--- config.mk ---
export PLATFORM = sky130hd
export DESIGN_NAME = axil_wr_master
export DESIGN_NICKNAME = d
export VERILOG_FILES = /design/src/rtl/axil_wr_master.sv
export SDC_FILE = /design/constraint.sdc
export NUM_CORES = 1
export LEC_CHECK = 0
export CORE_UTILIZATION = 39
export DETAILED_ROUTE_END_ITERATION = 12
export PLACE_DENSITY = 0.76
export SLEW_MARGIN = 10
export SYNTH_ARGS = -nofsm -noshare
export SYNTH_HDL_FRONTEND = slang
export SYNTH_SLANG_ARGS = --single-unit
--- constraint.sdc ---
create_clock -name clk -period 2.5 [get_ports clk]
set_input_delay 0.375 -clock clk [delete_from_list [all_inputs] [get_ports clk]]
set_output_delay 0.375 -clock clk [all_outputs]
set_load 0.02 [all_outputs]
--- src/rtl/axil_wr_master.sv ---
// axil_wr_master: turns single-word write commands into AXI4-Lite AW/W/B transactions with per-phase timeout
module axil_wr_master #(
  parameter int ADDRESS_WIDTH = 32,
  parameter int DATA_WIDTH = 32,
  parameter int TIMEOUT_CYCLES = 256
) (
  input  logic                     clk,
  input  logic                     rst,
  input  logic                     cmd_valid,
  output logic                     cmd_ready,
  input  logic [ADDRESS_WIDTH-1:0] cmd_addr,
  input  logic [DATA_WIDTH-1:0]    cmd_data,
  output logic                     rsp_valid,
  input  logic                     rsp_ready,
  output logic [1:0]               rsp_resp,
  output logic                     rsp_timeout,
  output logic                     busy,
  output logic [ADDRESS_WIDTH-1:0] m_axi_awaddr,
  output logic                     m_axi_awvalid,
  input  logic                     m_axi_awready,
  output logic [DATA_WIDTH-1:0]    m_axi_wdata,
  output logic                     m_axi_wvalid,
  input  logic                     m_axi_wready,
  input  logic [1:0]               m_axi_bresp,
  input  logic                     m_axi_bvalid,
  output logic                     m_axi_bready
);
  localparam int CW = $clog2(TIMEOUT_CYCLES) + 1;
  localparam logic [CW-1:0] TMAX = CW'(TIMEOUT_CYCLES - 1);
  typedef enum logic [2:0] {IDLE, ADDR, DATA, RESP, DONE} state_t;
  state_t state, state_nxt;
  logic [CW-1:0] cnt;
  logic ph, hs, to;
  assign cmd_ready = state == IDLE;
  assign busy = state != IDLE;
  assign m_axi_awvalid = state == ADDR;
  assign m_axi_wvalid = state == DATA;
  assign m_axi_bready = state == RESP;
  assign rsp_valid = state == DONE;
  // phase handshake detection, timeout and next state; a handshake on the last cycle beats the timeout
  always_comb begin
    ph = state == ADDR || state == DATA || state == RESP;
    hs = (state == ADDR && m_axi_awready) || (state == DATA && m_axi_wready) || (state == RESP && m_axi_bvalid);
    to = ph && !hs && cnt == TMAX;
    state_nxt = state;
    case (state)
      IDLE: state_nxt = cmd_valid ? ADDR : IDLE;
      ADDR: state_nxt = m_axi_awready ? DATA : (to ? DONE : ADDR);
      DATA: state_nxt = m_axi_wready ? RESP : (to ? DONE : DATA);
      RESP: state_nxt = (m_axi_bvalid || to) ? DONE : RESP;
      DONE: state_nxt = rsp_ready ? IDLE : DONE;
      default: state_nxt = IDLE;
    endcase
  end
  // state register
  always_ff @(posedge clk or posedge rst)
    if (rst) state <= IDLE;
    else state <= state_nxt;
  // phase counter restarts on every state change; command latch; response capture
  always_ff @(posedge clk or posedge rst)
    if (rst) begin
      cnt <= '0;
      m_axi_awaddr <= '0;
      m_axi_wdata <= '0;
      rsp_resp <= 2'b00;
      rsp_timeout <= 1'b0;
    end else begin
      cnt <= (state_nxt != state) ? '0 : (ph ? cnt + 1'b1 : cnt);
      if (state == IDLE && cmd_valid) begin
        m_axi_awaddr <= cmd_addr;
        m_axi_wdata <= cmd_data;
      end
      if (state == RESP && m_axi_bvalid) {rsp_resp, rsp_timeout} <= {m_axi_bresp, 1'b0};
      else if (to) {rsp_resp, rsp_timeout} <= {2'b10, 1'b1};
    end
endmodule

==> results.txt <==
----------------------------------------------------
[Clock tree]
  Number of buffers added for setup after CTS ... 0
  Clock root buffer ... sky130_fd_sc_hd__clkbuf_8
  Number of buffers created by CTS ... 9
  Bufs on Longest Clock Path ... 2
  Clock latency at the later pin of the worst-skew pair ... around 0.34 ns
  Cts-stage hold buffer count ... 0
  Number of H-tree branching levels ... 3
  Clock-pin slew reported for the worst setup and hold paths after clock tree synthesis ... ~0.080 ns
  Clk sink count ... between 70 and 80
  TritonCTS clock tree ... yes

[Global routing]
  Sum of overflow across all layers after global routing ... 0
  Number of antenna violations at the first check in global routing ... 0
  Pin count of the biggest net entering global routing ... 80
  GRT Util Overall ... 0.1733
  Number of global-route vias before repair ... between 2000 and 3000
  First-pass GRT wire length ... between 10000 and 15000 um

[Critical path]
  Element type at the critical path end ... output pin
  Kind of critical path ... register to output pin
  Worst reg2reg endpoint ... cnt[5]
  Critical R2R Launch ... cnt[0]
  Critical Path Sink ... rsp_valid
  Slowest library cell on the worst path ... sky130_fd_sc_hd__clkdlybuf4s50_1
  Arr. time, crit path ... between 1.5 and 2 ns
  Most frequent cell on the critical path ... sky130_fd_sc_hd__inv_1
  Length in cells of the worst reg-to-reg path ... 9
  FF-to-FF setup slack ... around 0.50 ns
  Maximum fanout along the worst path ... 10
  Worst endpoint required time ... between 2 and 2.5 ns
  Worst setup path startpoint ... state[2]
  Setup crit start kind ... register
  Crit path cell chain ... inv_1 > or3_1 > inv_1 > clkdlybuf4s50_1
  Largest stage delay, worst path ... between 0.5 and 0.6 ns

[Floorplanning]
  Area of the die ... about 0.0095 mm^2
  Die Y ... a little under 100 um
  Effective utilization at floorplan ... 0.4052
  Placement row count ... 34
  Top-level I/O count ... between 100 and 150
  Core outline area ... slightly below 0.009 mm^2
  Die X ... ~98 um

[Layout]
  Number of inserted filler cells in the final layout ... between 600 and 700
  Share of cells above drive strength 1 ... 0.2332
  Final std cell area, no fill ... 0.005238 mm^2
  Area occupied by multi-input gates ... between 0.001 and 0.0015 mm^2
  Number of standard cells in the final layout excluding fillers ... between 400 and 500
  Final #Nets ... approximately 460
  Diode count ... 0
  Area delta synth->final ... 46.77%
  Area occupied by registers ... ~0.0020 mm^2

[Yosys]
  Cells after synthesis ... 233
  Syn_area_per_cell ... 15.32 um^2
  Post-Syn Nets ... ~300
  Yosys reg bits ... slightly below 80
  Part of the Yosys area used for sequential elements ... 0.5540
  Number of warnings printed during yosys synthesis ... 0
  Count of unique library cells instantiated by Yosys ... 39
  Synth Cell Area ... approximately 0.0036 mm^2

[Detailed routing]
  Detailed-route wire length ... about 7800 um
  Via count ... approximately 2400
  Routed length per placed instance ... roughly 16 um
  Antenna Nets Post-Route ... 0
  Number of remaining DRC errors ... 23
  Detailed-router iteration count before antenna repair ... 8
  Average via count per standard cell ... between 4 and 5
  Iteration-0 DRC count of the detailed router ... approximately 110

[Timing]
  Worst Clk Skew ... approximately 0.011 ns
  Final period demand of the worst path ... around 2.3 ns
  Crit share post-route ... 0.9306
  Fmax ... about 0.43 GHz
  Final Hold Viols ... 0
  TNS Setup ... 0 ns
  Final setup violation count ... 0
  Max-slew violation count ... 0
  RSZ-0062 raised after global routing ... false
  Transition time at the pin with the least slew margin ... between 0.4 and 0.5 ns
  Remaining max-slew budget at the tightest pin ... 0.7167

[Pwr]
  Leakage power total ... about 0.0023 uW
  Peak supply drop ... about 0.53 mV
  Pwr dens ... around 1300 mW/mm^2

[Outcome]
  Violations in the final reports ... design-rule violations
  Result of the run ... finished, violations left

[Worst hold path]
  Classification of the worst-slack hold path ... primary input to async pin

[Placement]
  Count of input and output buffers ... approximately 150
  GPL Wtd Cong ... roughly 0.86
  Number of placed cells counting well taps ... approximately 480
  Dpl cell area ... slightly above 0.005 mm^2
  Post-DP HPWL ... between 5000 and 6000 um

[Run]
  Maxcap violations ... 0

----------------------------------------------------
## area by class of cell
| class | instances | area share |
|---|---|---|
| Clock buffer | 12 | 0.02962 |
| Clock inverter | 4 | 0.005495 |
| Inverter | 8 | 0.005972 |
| Multi-Input combinational cell | 135 | 0.2668 |
| Sequential cell | 79 | 0.3777 |
| Tap cell | 108 | 0.02580 |
| Timing Repair Buffer | 148 | 0.2886 |
## repair_timing
item,4_1_cts,5_1_grt
resized for setup,0,1
endpoints found under the setup margin,0,1
endpoints found under the hold margin,0,0
## power by group
group | total (uW) | internal [uW] | switching [uW]
clock | 878 | 418 | 460
combinational | 3710 | 2130 | 1580
sequential | 2250 | 1870 | 377
total | 6840 | 4420 | 2420
## cell usage after synthesis
library cell / count / area share
sky130_fd_sc_hd__and2_1: 1 / 0.0018
sky130_fd_sc_hd__a21oi_1: 4 / 0.0056
sky130_fd_sc_hd__nor3b_1: 3 / 0.0063
sky130_fd_sc_hd__xor2_1: 3 / 0.0074
sky130_fd_sc_hd__o32ai_1: 1 / 0.0025
sky130_fd_sc_hd__or3_1: 1 / 0.0018
sky130_fd_sc_hd__mux2i_1: 2 / 0.0056
sky130_fd_sc_hd__a21boi_0: 1 / 0.0021
sky130_fd_sc_hd__o21a_1: 1 / 0.0021
sky130_fd_sc_hd__ha_1: 2 / 0.0070
sky130_fd_sc_hd__a22o_1: 1 / 0.0025
sky130_fd_sc_hd__o211a_1: 1 / 0.0028
sky130_fd_sc_hd__buf_12: 7 / 0.039
sky130_fd_sc_hd__xnor2_1: 4 / 0.0098
sky130_fd_sc_hd__and2b_2: 1 / 0.0025
sky130_fd_sc_hd__o21ai_0: 5 / 0.0070
sky130_fd_sc_hd__buf_2: 1 / 0.0014
sky130_fd_sc_hd__a32oi_1: 1 / 0.0025
sky130_fd_sc_hd__nand3_1: 2 / 0.0028
sky130_fd_sc_hd__and3_1: 1 / 0.0018
sky130_fd_sc_hd__mux2_4: 60 / 0.25
sky130_fd_sc_hd__and4_1: 1 / 0.0025
sky130_fd_sc_hd__inv_1: 7 / 0.0074
sky130_fd_sc_hd__dfrtp_1: 79 / 0.55
sky130_fd_sc_hd__a21oi_2: 1 / 0.0025
sky130_fd_sc_hd__or3_4: 1 / 0.0032
sky130_fd_sc_hd__a211oi_1: 2 / 0.0042
sky130_fd_sc_hd__and2_4: 1 / 0.0025
sky130_fd_sc_hd__nor2_1: 18 / 0.019
sky130_fd_sc_hd__mux2_2: 4 / 0.013
sky130_fd_sc_hd__buf_6: 1 / 0.0032
sky130_fd_sc_hd__inv_2: 1 / 0.0011
sky130_fd_sc_hd__o22ai_1: 1 / 0.0018
sky130_fd_sc_hd__o21ba_2: 1 / 0.0028
sky130_fd_sc_hd__nor2b_1: 3 / 0.0053
sky130_fd_sc_hd__nand2_1: 4 / 0.0042
sky130_fd_sc_hd__nand2b_1: 1 / 0.0018
sky130_fd_sc_hd__clkbuf_1: 2 / 0.0021
sky130_fd_sc_hd__nand4_1: 2 / 0.0035
## worst min path at each step
stage                      endpoint  cells past startpoint       startpoint  slack (ns)
global placement    m_axi_wdata[31]                      1  m_axi_wdata[31]        0.49
detailed placement      rsp_resp[0]                      1      rsp_resp[0]        0.49
global route        m_axi_awaddr[1]                      3              rst        0.48
floorplan                  state[2]                      1        rsp_ready        0.48
finish              m_axi_wdata[30]                      3              rst        0.44
CTS                 m_axi_awaddr[3]                      3              rst        0.46
## flip-flops by register name, summed over array words and instances, names as in the netlist
name / count
m_axi_awaddr: 32
m_axi_wdata: 32
cnt: 9
state: 3
rsp_resp: 2
rsp_timeout: 1
## stage by stage
| step | total power, uW | util | hold WS, ns | worst slack [ns] |
|---|---|---|---|---|
| finish | 6838 | 0.5948 | 0.4368 | 0.1734 |
| floorplan | 4535 | - | 0.4823 | 0.1016 |
| detailed placement | 5996 | 0.5737 | 0.4880 | 0.4567 |
| CTS | 6911 | 0.5946 | 0.4600 | 0.07021 |
| global route | 7217 | 0.5948 | 0.4781 | 0.1082 |
| global placement | 5924 | 0.5737 | 0.4886 | 0.5031 |
## worst max-delay path, delay by kind of cell, from the launching register on
family        cells  cell delay [ns]
buf+inv           3             0.76
flops             1             0.46
simple gates      1             0.40
## metal layers
layer	up-vias	GRT usage	part of all wire
li1	1101	-	-
met1	1189	0.2209	0.43
met2	82	0.2941	0.51
met3	9	0.03381	0.045
met4	0	0.05944	0.014
met5	-	0	0
## cell usage in the layout, fill, tap and decap left out, types with 4 or more instances in the layout
| cell type | Yosys | routed |
|---|---|---|
| sky130_fd_sc_hd__clkdlybuf4s50_1 | 0 | 145 |
| sky130_fd_sc_hd__dfrtp_1 | 79 | 78 |
| sky130_fd_sc_hd__mux2_4 | 60 | 60 |
| sky130_fd_sc_hd__nor2_1 | 18 | 18 |
| sky130_fd_sc_hd__clkbuf_8 | 0 | 11 |
| sky130_fd_sc_hd__inv_1 | 7 | 6 |
| sky130_fd_sc_hd__o21ai_0 | 5 | 5 |
| sky130_fd_sc_hd__nand2_1 | 4 | 4 |
| sky130_fd_sc_hd__a21oi_1 | 4 | 4 |
| sky130_fd_sc_hd__xnor2_1 | 4 | 4 |
| sky130_fd_sc_hd__mux2_2 | 4 | 4 |
## kinds of logic after synthesis
kind of cell             Yosys count  share of synthesized area
AO/OA/AOI/OAI                     20                    0.03822
XOR/XNOR                           7                    0.01718
adder cells (fa/ha/maj)            2                   0.007012
buffers and inverters             19                    0.05435
flip-flops                        79                     0.5540
multiplexers                      66                     0.2707
AND/OR/NAND/NOR                   40                    0.05856
Power figures use the tool's default switching activity.
